File: src/rtl/nn_layer_sequencer.sv
// nn_layer_sequencer: controller for the 10-5-3 drowsiness network.
//   Phase 1 assembles serial weight words (MSB first) and writes them to the weight RAM.
//   Phase 2 sweeps weight addresses through a single time-multiplexed MAC.
//     Hidden layer: 5 neurons x 10 inputs. Output layer: 3 neurons x 5 inputs.
// Ports:
//   Clock, Rst (sync, active-high)
//   load inputs : ld_start, In, ld_valid
//   start       : begin inference
//   weight RAM  : wt_we, wt_addr, wt_wdata
//   MAC control : in_idx, layer_sel, mac_clr, mac_en, res_we, res_idx
//   status      : busy, wt_ok, done, err
// Optional: define NN_SEQ_CHECKSUM_EN to add ld_chk, the 16-bit modular sum of the words
//   written during the current load.
module nn_layer_sequencer #(
  parameter int N_IN  = 10,
  parameter int N_HID = 5,
  parameter int N_OUT = 3,
  parameter int W     = 10,
  parameter int AW    = 7
) (
  input  logic          Clock,
  input  logic          Rst,
  input  logic          ld_start,
  input  logic          In,
  input  logic          ld_valid,
  input  logic          start,
  output logic          wt_we,
  output logic [AW-1:0] wt_addr,
  output logic [W-1:0]  wt_wdata,
  output logic [3:0]    in_idx,
  output logic          layer_sel,
  output logic          mac_clr,
  output logic          mac_en,
  output logic          res_we,
  output logic [2:0]    res_idx,
  output logic          busy,
  output logic          wt_ok,
  output logic          done,
`ifdef NN_SEQ_CHECKSUM_EN
  output logic [15:0]   ld_chk,
`endif
  output logic          err
);

  localparam int NW = N_IN * N_HID + N_HID * N_OUT;
  localparam int BCW = $clog2(W + 1);
  localparam logic [AW-1:0]  A_LAST     = AW'(NW - 1);
  localparam logic [AW-1:0]  A_HID_LAST = AW'(N_IN * N_HID - 1);
  localparam logic [BCW-1:0] B_LAST     = BCW'(W - 1);
  localparam logic [3:0]     I_HID_LAST = 4'(N_IN - 1);
  localparam logic [3:0]     I_OUT_LAST = 4'(N_HID - 1);

  typedef enum logic [2:0] {IDLE, LOAD, HID, OUT, FLUSH, DONE} state_t;

  state_t state, nxt;

  logic [W-2:0]   sreg;       // bits received so far for the current word
  logic [W-1:0]   shifted;    // word including this cycle's bit
  logic [BCW-1:0] bit_cnt;
  logic [AW-1:0]  word_cnt;
  logic [3:0]     inp_cnt;    // input index of the address being issued
  logic [2:0]     nrn_cnt;    // neuron index of the address being issued
  logic           flush_cnt;
  logic [2:0]     cur_nrn;    // neuron of the term now on mac_en
  logic           cur_last;   // term now on mac_en is the neuron's last

  assign shifted = {sreg, In};

  always_ff @(posedge Clock) begin
    if (Rst) state <= IDLE;
    else     state <= nxt;
  end

  always_comb begin
    nxt  = state;
    busy = (state != IDLE);
    done = (state == DONE);
    case (state)
      IDLE:    if (ld_start) nxt = LOAD;
               else if (start && wt_ok) nxt = HID;
      LOAD:    if (wt_we && wt_addr == A_LAST) nxt = IDLE;
      HID:     if (wt_addr == A_HID_LAST) nxt = OUT;
      OUT:     if (wt_addr == A_LAST) nxt = FLUSH;
      FLUSH:   if (flush_cnt) nxt = DONE;
      DONE:    nxt = IDLE;
      default: nxt = IDLE;
    endcase
  end

  always_ff @(posedge Clock) begin
    if (Rst) begin
      wt_we     <= 1'b0;
      wt_addr   <= '0;
      wt_wdata  <= '0;
      in_idx    <= '0;
      layer_sel <= 1'b0;
      mac_clr   <= 1'b0;
      mac_en    <= 1'b0;
      res_we    <= 1'b0;
      res_idx   <= '0;
      wt_ok     <= 1'b0;
      err       <= 1'b0;
      sreg      <= '0;
      bit_cnt   <= '0;
      word_cnt  <= '0;
      inp_cnt   <= '0;
      nrn_cnt   <= '0;
      flush_cnt <= 1'b0;
      cur_nrn   <= '0;
      cur_last  <= 1'b0;
    end else begin
      wt_we   <= 1'b0;
      mac_clr <= 1'b0;
      mac_en  <= 1'b0;
      res_we  <= 1'b0;
      err     <= 1'b0;
      case (state)
        IDLE: begin
          if (ld_start) begin
            word_cnt <= '0;
            bit_cnt  <= '0;
          end else if (start) begin
            if (wt_ok) begin
              wt_addr   <= '0;
              inp_cnt   <= '0;
              nrn_cnt   <= '0;
              flush_cnt <= 1'b0;
            end else begin
              err <= 1'b1;
            end
          end
        end
        LOAD: begin
          // Bits keep flowing during the write cycle; the write uses its own registers.
          if (ld_valid) begin
            sreg <= shifted[W-2:0];
            if (bit_cnt == B_LAST) begin
              bit_cnt  <= '0;
              wt_we    <= 1'b1;
              wt_addr  <= word_cnt;
              wt_wdata <= shifted;
              if (word_cnt != A_LAST) word_cnt <= word_cnt + AW'(1);
            end else begin
              bit_cnt <= bit_cnt + BCW'(1);
            end
          end
          if (wt_we && wt_addr == A_LAST) wt_ok <= 1'b1;
        end
        HID, OUT: begin
          // Operand controls trail their address by one cycle to line up with RAM data.
          mac_en    <= 1'b1;
          mac_clr   <= (inp_cnt == '0);
          in_idx    <= inp_cnt;
          layer_sel <= (state == OUT);
          cur_nrn   <= nrn_cnt;
          cur_last  <= (state == HID) ? (inp_cnt == I_HID_LAST) : (inp_cnt == I_OUT_LAST);
          if (state == HID && wt_addr == A_HID_LAST) begin
            wt_addr <= wt_addr + AW'(1);
            inp_cnt <= '0;
            nrn_cnt <= '0;
          end else if (wt_addr != A_LAST) begin
            wt_addr <= wt_addr + AW'(1);
            if ((state == HID) ? (inp_cnt == I_HID_LAST) : (inp_cnt == I_OUT_LAST)) begin
              inp_cnt <= '0;
              nrn_cnt <= nrn_cnt + 3'd1;
            end else begin
              inp_cnt <= inp_cnt + 4'd1;
            end
          end
        end
        FLUSH:   flush_cnt <= 1'b1;
        default: ;
      endcase
      // The result write follows the neuron's final accumulate, so it may land in FLUSH.
      if (mac_en && cur_last) begin
        res_we  <= 1'b1;
        res_idx <= cur_nrn;
      end
    end
  end

`ifdef NN_SEQ_CHECKSUM_EN
  always_ff @(posedge Clock) begin
    if (Rst) begin
      ld_chk <= '0;
    end else if (state == IDLE && ld_start) begin
      ld_chk <= '0;
    end else if (state == LOAD && ld_valid && bit_cnt == B_LAST) begin
      ld_chk <= ld_chk + 16'(shifted);
    end
  end
`endif

endmodule
File: config.mk
export PLATFORM = sky130hd
export DESIGN_NAME = nn_layer_sequencer
export DESIGN_NICKNAME = d
export VERILOG_FILES = /design/src/rtl/nn_layer_sequencer.sv
export SDC_FILE = /design/constraint.sdc
export NUM_CORES = 1
export LEC_CHECK = 0
export BUFFER_PORTS_ARGS = -buffer_cell sky130_fd_sc_hd__buf_4
export CORE_AREA = 3 3 62 122
export DETAILED_ROUTE_END_ITERATION = 8
export DIE_AREA = 0 0 65 125
export GPL_ROUTABILITY_DRIVEN = 0
export PLACE_DENSITY = 0.66
export SETUP_SLACK_MARGIN = 0.05
export SYNTH_ARGS = -nofsm -noshare
export SYNTH_HDL_FRONTEND = slang
export SYNTH_SLANG_ARGS = --single-unit
export TNS_END_PERCENT = 100
File: constraint.sdc
create_clock -name Clock -period 3.65 [get_ports Clock]
set_input_delay 0.73 -clock Clock [delete_from_list [all_inputs] [get_ports Clock]]
set_output_delay 0.73 -clock Clock [all_outputs]
set_load 0.02 [all_outputs]
==> impl_metrics.yaml, run 1 <==
route:
  drtPass1Iterations: 4
  met2_length_mm: 3.981
  wl_per_cell_um: 14.88
  via_per_inst: 5.576
  num_vias: 2799
  topRoutingLayerUsed: "met4"
  ant_nets: 0
  routed_wl_mm: 7.468
  remaining_drc_errors: 0
  drt_iter0_markers: 142
  m1WireLength_mm: 2.900
  wl_met3_um: 268
synth:
  synth_nets: 396
  yosysSeqAreaShare: 0.4125
  synthCells: 380
  synth.area.mux_share: 0.06133
  syn_area_um2: 3203
  yosysWarnings: 0
  synthFlopType: "dfxtp_1"
  async_flop_share: 0
  yosys.area_share.simple: 0.2652
  synth_adder_area_share: 0.03906
  synth_edf_count: 0
  synth_top_family_by_area: "simple AND/OR/NAND/NOR gates"
  synth_xor_area_frac: 0.005469
  synth_cell_types: 63
  syn_avg_cell_area_um2: 8.429
  synth_compound_area_frac: 0.1625
  ys_ff_latch: 66
critical_path:
  cp_max_fo: 19
  worstPathArrival_ns: 2.64
  endpoint_kind: "register"
  start_kind: "register"
  required_ns: 3.87
  crit_type: "register to register"
power:
  ir_worst_vdd_uv: 409.1
  p_sw_frac: 0.3238
  leakage_nw: 1.459
  seqPwrFrac: 0.386
  power_frac_comb: 0.228
  powerDensity_nw_per_um2: 560.1
  p_int_mw: 1.433
  p_sw_mw: 0.6863
  p_clk_frac: 0.386
global_routing:
  grt_max_degree: 61
  grt_pass1_vias: 2678
  grt_first_pass_wirelength_mm: 12.53
  antenna_found_initial: 0
  grt_usage: 0.1978
  overflow: 0
final_layout:
  syn_to_final_growth_pct: 18.13
  drive_above_1_share: 0.1618
  final.fill_count: 644
  multi_input_area_um2: 1709
  layout.nets: 425
  diodes: 0
  register_area_um2: 1321
clock_network:
  cts_made_buffers: 9
  postCtsSetupRepairBufs: 0
  cts-root-buf: "clkbuf_16"
  clock_path_buffers: 2
  clk_latency_ns: 0.33
  cts_resized: 0
  cts_tree: "yes"
  htree_levels: 3
  cts.sinks: 66
  path_clk_slew_ns: 0.06
  holdBufCountCts: 0
timing:
  fin_crit_sh: 0.6609
  rsz0062_at_grt: "false"
  tightest_slew_ns: 0.7211
  slew_violations: 0
  timing.final.ws_setup_ns: 1.238
  finalClockSkew_ns: 0.006062
  relSlewSlack: 0.5192
  finalHoldViolCount: 0
  finalSetupViolCount: 0
  max_freq_mhz: 414.5
  final.min_clock_period_ns: 2.412
  setup_tns_ns: 0
placement:
  numPortBuffers: 38
  hpwlAfterDp_mm: 5.439
  pre_cts_ws_ns: 1.288
floorplanning:
  die_area_um2: 8125
  die_width_um: 65
  num_rows: 42
  initial_utilization: 0.4799
  core_um2: 6674
  die_y_um: 125
  io_pins: 39
run_status:
  status: "completed"
job:
  maxCapViolCount: 0
worst_hold_path:
  min_path_type: "register to register"
-- critical path: stages, from the launching register on --
cell	delay (ns)
dfxtp_1	0.67
nand2b_1	0.54
a31o_2	0.43
a21oi_1	0.18
a211o_1	0.18
mux2_4	0.30
-- Yosys cell counts (all sizes together) (2+ instances only) --
| cell type | n | area share |
|---|---|---|
| nand3 | 9 | 0.014 |
| a21oi | 42 | 0.069 |
| inv | 16 | 0.019 |
| a2111oi | 2 | 0.0055 |
| a211o | 3 | 0.0082 |
| mux2i | 17 | 0.053 |
| or4 | 2 | 0.0047 |
| nand3b | 4 | 0.013 |
| mux2 | 2 | 0.0082 |
| o21ai | 11 | 0.017 |
| nor4bb | 2 | 0.0082 |
| o31ai | 2 | 0.0047 |
| nor3b | 3 | 0.0086 |
| nand4 | 4 | 0.0078 |
| or2 | 3 | 0.0059 |
| xnor2 | 2 | 0.0055 |
| nor2b | 2 | 0.0039 |
| nand2b | 5 | 0.0098 |
| a31o | 2 | 0.0055 |
| nor3 | 7 | 0.013 |
| nor4 | 3 | 0.0059 |
| nor2 | 43 | 0.055 |
| and2 | 5 | 0.0098 |
| or3b | 2 | 0.0055 |
| buf | 16 | 0.029 |
| a32o | 2 | 0.0063 |
| a211oi | 2 | 0.0047 |
| nor4b | 2 | 0.0055 |
| clkbuf | 5 | 0.0059 |
| dfxtp | 66 | 0.41 |
| o22ai | 3 | 0.0059 |
| nand2 | 57 | 0.068 |
| ha | 10 | 0.039 |
| or3 | 4 | 0.0078 |
| and3 | 4 | 0.0078 |
| a31oi | 2 | 0.0039 |
-- cell families (layout without fill, tap and decap cells) --
family / Yosys count / after routing
flops: 66 / 66
fa+ha+maj: 10 / 10
xor+xnor: 2 / 2
compound gates: 81 / 81
simple gates: 165 / 165
buf+inv: 37 / 71
mux: 19 / 19
-- metal layers --
layer / track usage / up-vias
li1: - / 1379
met2: 0.3436 / 64
met4: 0.1222 / 0
met5: 0 / -
met3: 0.04399 / 22
met1: 0.2095 / 1334
-- cell usage in the layout (no fill, tap or decap), types with 4 or more instances in the layout --
cell	instances
a21oi_1	41
and2_1	5
and3_1	4
buf_4	39
clkbuf_16	9
dfxtp_1	66
ha_1	10
inv_1	16
mux2i_1	17
nand2_1	56
nand2b_1	5
nand3_1	9
nand4_1	4
nor2_1	42
nor3_1	6
o21ai_1	8
or3_1	4
-- state kept, by name, summed over array words and instances, names as in the netlist, 3 cells and up --
name	count
wt_wdata	10
sreg	9
word_cnt	7
wt_addr	7
bit_cnt	4
in_idx	4
inp_cnt	4
cur_nrn	3
nrn_cnt	3
res_idx	3
state	3
-- per-stage QoR --
step / power [mW] / cell area [µm²] / std cells / utilization / hold slack [ns]
2_1_floorplan: 1.217 / 3203 / 380 / - / 0.4360
3_3_place_gp: 1.308 / 3493 / 486 / 0.5234 / 0.4493
3_5_place_dp: 1.316 / 3493 / 486 / 0.5234 / 0.4499
4_1_cts: 2.144 / 3784 / 502 / 0.5669 / 0.4573
5_1_grt: 2.226 / 3784 / 502 / 0.5669 / 0.4787
6_report: 2.119 / 3784 / 502 / 0.5669 / 0.4559
-- power by group through the flow --
| stage | Sequential (mW) | Clock [mW] | Combinational (mW) |
|---|---|---|---|
| detailed placement | 0.831 | 0 | 0.484 |
| finish | 0.817 | 0.819 | 0.483 |
| global route | 0.825 | 0.863 | 0.537 |
| floorplan | 0.799 | 0 | 0.418 |
| global placement | 0.829 | 0 | 0.479 |
| CTS | 0.816 | 0.842 | 0.487 |
-- worst paths after layout --
check / startpoint / to / slack [ns] / cells past startpoint
hold reg to reg: in_idx[3]$_SDFFE_PP0N_ / in_idx[3]$_SDFFE_PP0N_ / 0.46 / 2
hold / removal: in_idx[3]$_SDFFE_PP0N_ / in_idx[3]$_SDFFE_PP0N_ / 0.46 / 2
setup reg to reg: state[1]$_SDFFE_PP0P_ / state[0]$_SDFFE_PP0P_ / 1.24 / 5
setup / recovery: state[1]$_SDFFE_PP0P_ / state[0]$_SDFFE_PP0P_ / 1.24 / 5
-- cell type report --
cell class / count / share of cell area
Inverter: 16 / 0.01587
Timing Repair Buffer: 39 / 0.07738
Tap cell: 88 / 0.02910
Clock inverter: 5 / 0.009921
Sequential cell: 66 / 0.3492
Clock buffer: 11 / 0.06680
Multi-Input combinational cell: 277 / 0.4517
No activity file was read; power rests on OpenSTA's default activity.
==> inputs of run 2 (changes only) <==
- clock period: 3.65 -> 2.4 ns (I/O delays scaled with it)
==> impl_metrics.yaml, run 2 (synthesis gave the netlist of run 1 again) <==
power:
  finalPower_mw: 3.454
  p_sw_frac: 0.3022
  power_frac_comb: 0.227
  p_sw_mw: 1.044
  powerDensity_nw_per_um2: 896.2
  p_clk_frac: 0.417
  p_int_mw: 2.410
  ir_worst_vdd_uv: 514.0
  seqPwrFrac: 0.356
  leakage_nw: 1.502
critical_path:
  endpoint_kind: "register"
  cp_max_fo: 7
  reg2reg_depth: 7
  crit_type: "register to register"
  r2r_slack_ns: 0.31
  worstPathArrival_ns: 2.31
  required_ns: 2.62
  worst_r2r_startpoint: "wt_addr[0]$_SDFFE_PP0P_"
  start_kind: "register"
  rr_endpoint: "state[0]$_SDFFE_PP0P_"
floorplanning:
  core_um2: 6674
  num_rows: 42
  initial_utilization: 0.4799
  die_width_um: 65
  die_y_um: 125
  io_pins: 39
  die_area_um2: 8125
global_routing:
  grt_first_pass_wirelength_mm: 12.72
  grt_max_degree: 37
  use_met1: 0.2102
  use_met3: 0.05745
  use_met2: 0.3327
  grt_pass1_vias: 2735
  antenna_found_initial: 0
  grt_usage: 0.2004
  overflow: 0
  grt-busiest-layer: "met2"
clock_network:
  htree_levels: 3
  holdBufCountCts: 0
  cts.sinks: 66
  postCtsSetupRepairBufs: 0
  clock_path_buffers: 2
  cts-root-buf: "clkbuf_16"
  cts_made_buffers: 9
  cts_resized: 0
  clk_latency_ns: 0.33
  path_clk_slew_ns: 0.05
  cts_tree: "yes"
final_layout:
  layout_commonest_cell: "dfxtp_1"
  final_area_um2: 3854
  largest_reg_flops: 10
  top_regs: "wt_wdata x10, sreg x9"
  syn_to_final_growth_pct: 20.31
  final_cell_mix: "dfxtp_1 (66), nand2_1 (56), buf_4 (43)"
  layout.nets: 429
  diodes: 0
  drive_above_1_share: 0.1675
  regMostFlops: "wt_wdata"
route:
  remaining_drc_errors: 0
  routed_wl_mm: 7.540
  num_vias: 2761
  drtPass1Iterations: 4
  wl_per_cell_um: 14.90
  drt_iter0_markers: 131
  via_per_inst: 5.457
  ant_nets: 0
run_status:
  status: "completed"
timing:
  rsz0062_at_grt: "false"
  finalHoldViolCount: 0
  finalClockSkew_ns: 0.008078
  final.min_clock_period_ns: 2.091
  finalSetupViolCount: 0
  relSlewSlack: 0.5965
  slew_violations: 0
  setup_tns_ns: 0
  fin_crit_sh: 0.8712
  max_freq_mhz: 478.3
  tightest_slew_ns: 0.5997
worst_hold_path:
  hold_depth: 3
  whs_endpoint: "sreg[0]$_SDFFE_PP0P_"
  min_path_type: "input port to register"
  hp-start: "In"
placement:
  hpwlAfterDp_mm: 5.444
  numPortBuffers: 38
  placed_area_um2: 3523
job:
  maxCapViolCount: 0
## run 2: cell count changes in the layout (fill, tap and decap cells not counted), sizes merged
cell      before  now
inv           17   16
bufinv         0    2
clkbuf        11   12
buf           39   43
clkinvlp       2    0
## run 2: stage by stage
stage	util	hold WS [ns]	worst slack, ns	cells
floorplan	-	0.4360	0.3654	380
global placement	0.5279	0.4457	0.3697	490
detailed placement	0.5279	0.4498	0.3309	490
CTS	0.5774	0.4028	0.3158	506
global route	0.5774	0.4204	0.1252	506
finish	0.5774	0.4081	0.3092	506
## run 2: area by class of cell
cell class                 count  area [µm²]
clock buffer                  12       256.5
fill                         629        2820
timing repair buffer          43       322.8
clock inverter                 4       73.82
tap                           88       110.1
inverter                      16       60.06
multi-input combinational    277        1709
sequential                    66        1321
## run 2: metal layers
| metal | up-vias | routed length, µm |
|---|---|---|
| li1 | 1388 | - |
| met1 | 1288 | 2960 |
| met2 | 61 | 3896 |
| met3 | 24 | 289 |
| met4 | 0 | 393 |
| met5 | - | 0 |
## run 2: worst max-delay path, cell delays in order (launching register included)
cell and delay, ns:
dfxtp_1 0.37, inv_1 0.08, ha_1 0.13, nor4bb_2 0.31, and2_1 0.35, a21oi_1 0.14
a211o_1 0.30, mux2_4 0.30
## run 2: worst max path at each step
stage / from / endpoint / slack, ns / depth (start not counted)
3_5_place_dp: wt_addr[0]$_SDFFE_PP0P_ / state[0]$_SDFFE_PP0P_ / 0.33 / 7
5_1_grt: state[1]$_SDFFE_PP0P_ / inp_cnt[1]$_SDFFE_PP0P_ / 0.13 / 5
4_1_cts: wt_addr[0]$_SDFFE_PP0P_ / state[0]$_SDFFE_PP0P_ / 0.32 / 7
6_report: wt_addr[0]$_SDFFE_PP0P_ / state[0]$_SDFFE_PP0P_ / 0.31 / 7
3_3_place_gp: state[1]$_SDFFE_PP0P_ / inp_cnt[1]$_SDFFE_PP0P_ / 0.37 / 5
2_1_floorplan: wt_addr[0]$_SDFFE_PP0P_ / inp_cnt[1]$_SDFFE_PP0P_ / 0.37 / 8
## run 2: power by group through the flow
stage	Clock, mW	Sequential, mW	Combinational [mW]
6_report	1.44	1.23	0.784
5_1_grt	1.51	1.24	0.865
4_1_cts	1.47	1.23	0.789
3_5_place_dp	0	1.25	0.783
3_3_place_gp	0	1.25	0.779
2_1_floorplan	0	1.22	0.635
